$ cat config.mk
export PLATFORM = sky130hd
export DESIGN_NAME = bg_tile_renderer
export DESIGN_NICKNAME = d
export VERILOG_FILES = /design/src/rtl/bg_tile_renderer.sv
export SDC_FILE = /design/constraint.sdc
export NUM_CORES = 1
export LEC_CHECK = 0
export BUFFER_PORTS_ARGS = -buffer_cell sky130_fd_sc_hd__buf_2
export CAP_MARGIN = 5
export CORE_MARGIN = 5
export CORE_UTILIZATION = 45
export CTS_CLUSTER_SIZE = 25
export DETAILED_ROUTE_END_ITERATION = 10
export MAX_ROUTING_LAYER = met4
export PLACE_DENSITY = 0.78
export SETUP_SLACK_MARGIN = 0.2
export SYNTH_ARGS = -nofsm -noshare
export SYNTH_HDL_FRONTEND = slang
export SYNTH_SLANG_ARGS = --single-unit
$ cat constraint.sdc
create_clock -name clk -period 5.2 [get_ports clk]
set_input_delay 0 -clock clk [delete_from_list [all_inputs] [get_ports clk]]
set_output_delay 0 -clock clk [all_outputs]
set_load 0.05 [all_outputs]
$ cat src/rtl/bg_tile_renderer.sv
// Scrolling tile-map background renderer: four-stage fixed-latency pipeline that turns a
// pixel coordinate into a colour through a tile-map RAM lookup and a tile-sheet ROM lookup.
module bg_tile_renderer #(
    parameter int          TILE_COLS = 40,
    parameter int          TILE_ROWS = 30,
    parameter logic [11:0] KEY_COLOR = 12'hF0F,
    parameter logic [11:0] SKY_COLOR = 12'h6AF
) (
    input  logic        clk,
    input  logic        reset,
    input  logic        video_on,
    input  logic [9:0]  x,
    input  logic [9:0]  y,
    input  logic [3:0]  bg_x_offset,
    output logic [15:0] bg_rd_addr,
    input  logic [31:0] bg_rd_data,
    output logic [13:0] rom_addr,
    input  logic [11:0] rom_data,
    output logic [11:0] rgb,
    output logic        rgb_valid
);

    localparam logic [10:0] LINE_PX = 11'd640;
    localparam logic [10:0] ROWS_PX = 11'(TILE_ROWS * 16);

    function automatic logic [11:0] pick_color(input logic vld, input logic en,
                                               input logic [11:0] texel);
        if (!vld)
            return 12'h000;
        else if (!en || texel == KEY_COLOR)
            return SKY_COLOR;
        else
            return texel;
    endfunction

    function automatic logic [3:0] flip4(input logic flip, input logic [3:0] v);
        return flip ? 4'd15 - v : v;
    endfunction

    logic [10:0] ex_raw;
    logic [10:0] ex_wrap;
    logic        visible;
    logic [15:0] addr_next;

    always_comb begin
        ex_raw    = {1'b0, x} + {7'b0, bg_x_offset};
        ex_wrap   = (ex_raw >= LINE_PX) ? ex_raw - LINE_PX : ex_raw;
        visible   = video_on && ({1'b0, x} < LINE_PX) && ({1'b0, y} < ROWS_PX);
        addr_next = 16'(ex_wrap[10:4]) + 16'(y[9:4]) * 16'(TILE_COLS);
    end

    // Stage 0: tile-map address plus in-tile pixel position
    logic [15:0] bg_rd_addr_p0;
    logic [3:0]  px_p0;
    logic [3:0]  py_p0;
    logic        vld_p0;

    always_ff @(posedge clk) begin
        if (reset) begin
            bg_rd_addr_p0 <= '0;
            px_p0         <= '0;
            py_p0         <= '0;
            vld_p0        <= 1'b0;
        end else begin
            bg_rd_addr_p0 <= addr_next;
            px_p0         <= ex_wrap[3:0];
            py_p0         <= y[3:0];
            vld_p0        <= visible;
        end
    end

    // Stage 1: position waits while the tile-map RAM produces the entry
    logic [3:0] px_p1;
    logic [3:0] py_p1;
    logic       vld_p1;

    always_ff @(posedge clk) begin
        if (reset) begin
            px_p1  <= '0;
            py_p1  <= '0;
            vld_p1 <= 1'b0;
        end else begin
            px_p1  <= px_p0;
            py_p1  <= py_p0;
            vld_p1 <= vld_p0;
        end
    end

    // Stage 2: flipped texel address into the tile sheet
    logic [13:0] rom_addr_p2;
    logic        en_p2;
    logic        vld_p2;

    always_ff @(posedge clk) begin
        if (reset) begin
            rom_addr_p2 <= '0;
            en_p2       <= 1'b0;
            vld_p2      <= 1'b0;
        end else begin
            rom_addr_p2 <= {bg_rd_data[5:3], flip4(bg_rd_data[7], py_p1),
                            bg_rd_data[2:0], flip4(bg_rd_data[6], px_p1)};
            en_p2       <= bg_rd_data[8];
            vld_p2      <= vld_p1;
        end
    end

    // Stage 3: flags line up with the texel returned by the ROM
    logic en_p3;
    logic vld_p3;

    always_ff @(posedge clk) begin
        if (reset) begin
            en_p3  <= 1'b0;
            vld_p3 <= 1'b0;
        end else begin
            en_p3  <= en_p2;
            vld_p3 <= vld_p2;
        end
    end

    // Upper entry bits are reserved for the game engine.
    logic unused_entry_bits;
    assign unused_entry_bits = ^bg_rd_data[31:9];

    assign bg_rd_addr = bg_rd_addr_p0;
    assign rom_addr   = rom_addr_p2;
    assign rgb        = pick_color(vld_p3, en_p3, rom_data);
    assign rgb_valid  = vld_p3;

endmodule
==> out/metrics.yaml <==
cts_resized: 0
avgSynthCellArea_sq_um: 9.67
stdcell_count: 413
postRouteAntennaNets: 0
synthFlopType: "dfxtp_1"
grt_max_degree: 49
clk_pin_slew_worst_paths_ns: 0.10
ys_types: 43
dp_slack_ns: 1.60
dp_hpwl_mm: 3.53
crit_path_start_kind: "input pin"
critPathTopFamily: "adder cells"
pin_count: 114
clock_skew_ns: 0.00510
synth_largest_area_cell: "dfxtp_1"
p_leak_nw: 1.50
critical_path.cell_chain: "buf_2 -> ha_1 -> inv_1 -> fa_1 -> nor2b_1 -> o21a_1 -> o211ai_1 -> xor2_1 -> ha_1 -> o211a_1 -> a211oi_1 -> ha_1 -> fa_1 -> a21o_1 -> a21oi_1 -> nor3_1 -> xnor2_1 -> nor2_1"
layout_setup_ws_ns: 1.89
p_per_area_nw_per_um2: 296
area_delta_synth_final_pct: 30.7
synth_async_sr_flop_share_pct: 0
diodes: 0
fp.dieW_um: 82.3
post-cts-setup-buffers: 0
tightest_slew_ns: 0.799
drtIter0Drc: 62
insertion_delay_ns: 0.30
synth_area_sq_um: 2350
worstSetupEndpointType: "flip-flop"
core_sq_um: 5110
synth-edff-count: 0
numCtsBuffers: 5
finalSetupViolations: 0
hold_violations: 0
num_vias: 1938
slew_headroom_pct: 46.7
root_buffer: "clkbuf_8"
fin_nets: 433
critPathBufInv: 2
core.rowCount: 26
antenna_found_initial: 0
cts_htree_levels: 2
synth.area.top_cells: "dfxtp_1 42%, ha_1 9.0%, nor2b_1 8.2%, xnor2_1 6.7%, nor2_1 3.2%"
final_layout_size_suffix_gt1_share_pct: 30.0
drc: 0
hp-class: "input pin to flip-flop"
grt_overflow: 0
start_util_pct: 46.0
grt_pass1_vias: 1815
crit_fanout: 7
finalCritPeriodShare_pct: 63.6
synth_top_area_share_pct: 41.7
gp_congestion: 0.777
grt_use_total_pct: 14.9
period_minus_slack_ns: 3.31
detail_route.wl_per_cell_um: 11.2
required_ns: 5.36
synth-seq-area-share_pct: 41.7
ys_seq_elements: 49
n_fill_cell: 468
crit_slowest_cell: "fa_1"
slowest_delay_ns: 0.43
clk_path_buf_depth: 2
grt_pass1_wl_mm: 7.64
place_inst: 390
clock.fmax_ghz: 0.302
firstDrtPassIters: 4
slew_viol_final: 0
via_per_inst: 4.69
die-area_sq_um: 6770
total_power_uw: 910
yosys_warnings: 0
status: "completed"
drv_cap: 0
portBuffers: 87
syn_inst: 243
worstSetupPathType: "input pin to flip-flop"
ir_worst_vdd_mv: 0.169
wl_mm: 4.61
cts.sinks: 49
arrival_ns: 3.47
fp.dieH_um: 82.3
final_cell_mix: "87 x buf_2, 49 x dfxtp_1, 31 x nor2b_1"
cts_tree: "yes"
tns_ns: 0
grt_setup_unrepaired: "no"
final_common_cell: "buf_2"
critPathMostFrequentCell: "ha_1"
## where the power goes
group | leakage (nW) | switching [mW] | internal (mW) | total, mW
Sequential | 0.406 | 0.00691 | 0.406 | 0.413
Combinational | 1.04 | 0.167 | 0.0948 | 0.262
Clock | 0.0506 | 0.135 | 0.101 | 0.236
## sequential cells by signal, summed over array words and instances (netlist names), 4 cells and up
register	cells
bg_rd_addr	13
py_p1	4
py_p0	4
rom_addr	14
px_p1	4
px_p0	4
## area by class of cell
| type | instances | area, sq um | area share (%) |
|---|---|---|---|
| multi-input cells | 169 | 1260 | 41.1 |
| repair buffers | 102 | 586 | 19.1 |
| clock inverters | 3 | 28.8 | 0.937 |
| inverters | 15 | 56.3 | 1.83 |
| well taps | 70 | 87.6 | 2.85 |
| flip-flops and latches | 49 | 981 | 31.9 |
| clock buffers | 5 | 68.8 | 2.24 |
## synth_stat cells (all sizes together) (2+ instances only)
| cell type | instances |
|---|---|
| dfxtp | 49 |
| nor2b | 31 |
| nor2 | 20 |
| xnor2 | 19 |
| ha | 17 |
| inv | 15 |
| clkbuf | 9 |
| xor2 | 8 |
| a21boi | 6 |
| and3 | 6 |
| o21ai | 6 |
| a21oi | 5 |
| nand2 | 5 |
| o21a | 5 |
| a21o | 4 |
| buf | 4 |
| nand3 | 4 |
| fa | 3 |
| nand4 | 3 |
| a211oi | 2 |
| nor3 | 2 |
| o211ai | 2 |
| o31ai | 2 |
| or4 | 2 |
## metrics by stage
stage | hold slack, ns | utilization (%) | area [sq um]
global placement | 0.206 | 55.3 | 2820
global route | 0.0237 | 60.1 | 3070
finish | 0.0172 | 60.1 | 3070
detailed placement | 0.213 | 55.3 | 2820
floorplan | 0.0759 | - | 2360
CTS | 0.00744 | 60.1 | 3070
## layer usage
layer	wire length, um	track usage, %	part of all wire [%]
met2	2240	26.6	49
met5	0	-	0
met4	44	5.98	0.96
met3	397	2.60	8.6
met1	1920	16.2	42
## what timing repair did
action	in CTS	in global routing
hold endpoints to repair	15	0
hold buffers	15	0
setup endpoints to repair	0	0
## logic make-up (layout without fill, tap and decap cells)
kind of cell | count (synthesis) | in the layout | synth area share [%]
compound gates | 39 | 39 | 11.9
xor+xnor | 27 | 27 | 10.7
fa+ha+maj | 20 | 20 | 11.6
buf+inv | 28 | 125 | 5.00
flops | 49 | 49 | 41.7
other cells | 1 | 4 | 0.160
simple gates | 79 | 79 | 18.9
## path summary, 6_finish.rpt
| kind | start | endpoint | slack, ns | cells after the start |
|---|---|---|---|---|
| setup / recovery | x[0] | bg_rd_addr[9] | 1.89 | 18 |
| setup reg to reg | px_p1[2] | rom_addr[2] | 4.57 | 2 |
| hold / removal | bg_rd_data[7] | rom_addr[8] | 0.02 | 3 |
| hold reg to reg | vld_p2 | rgb_valid | 0.44 | 1 |
## worst register-to-register path, delay by kind of cell (launching register included)
family	cells	cell delay, ns
XOR/XNOR	1	0.13
flip-flops	1	0.32
AND/OR/NAND/NOR	1	0.05
Note: power is estimated with default switching activity, not from simulation.
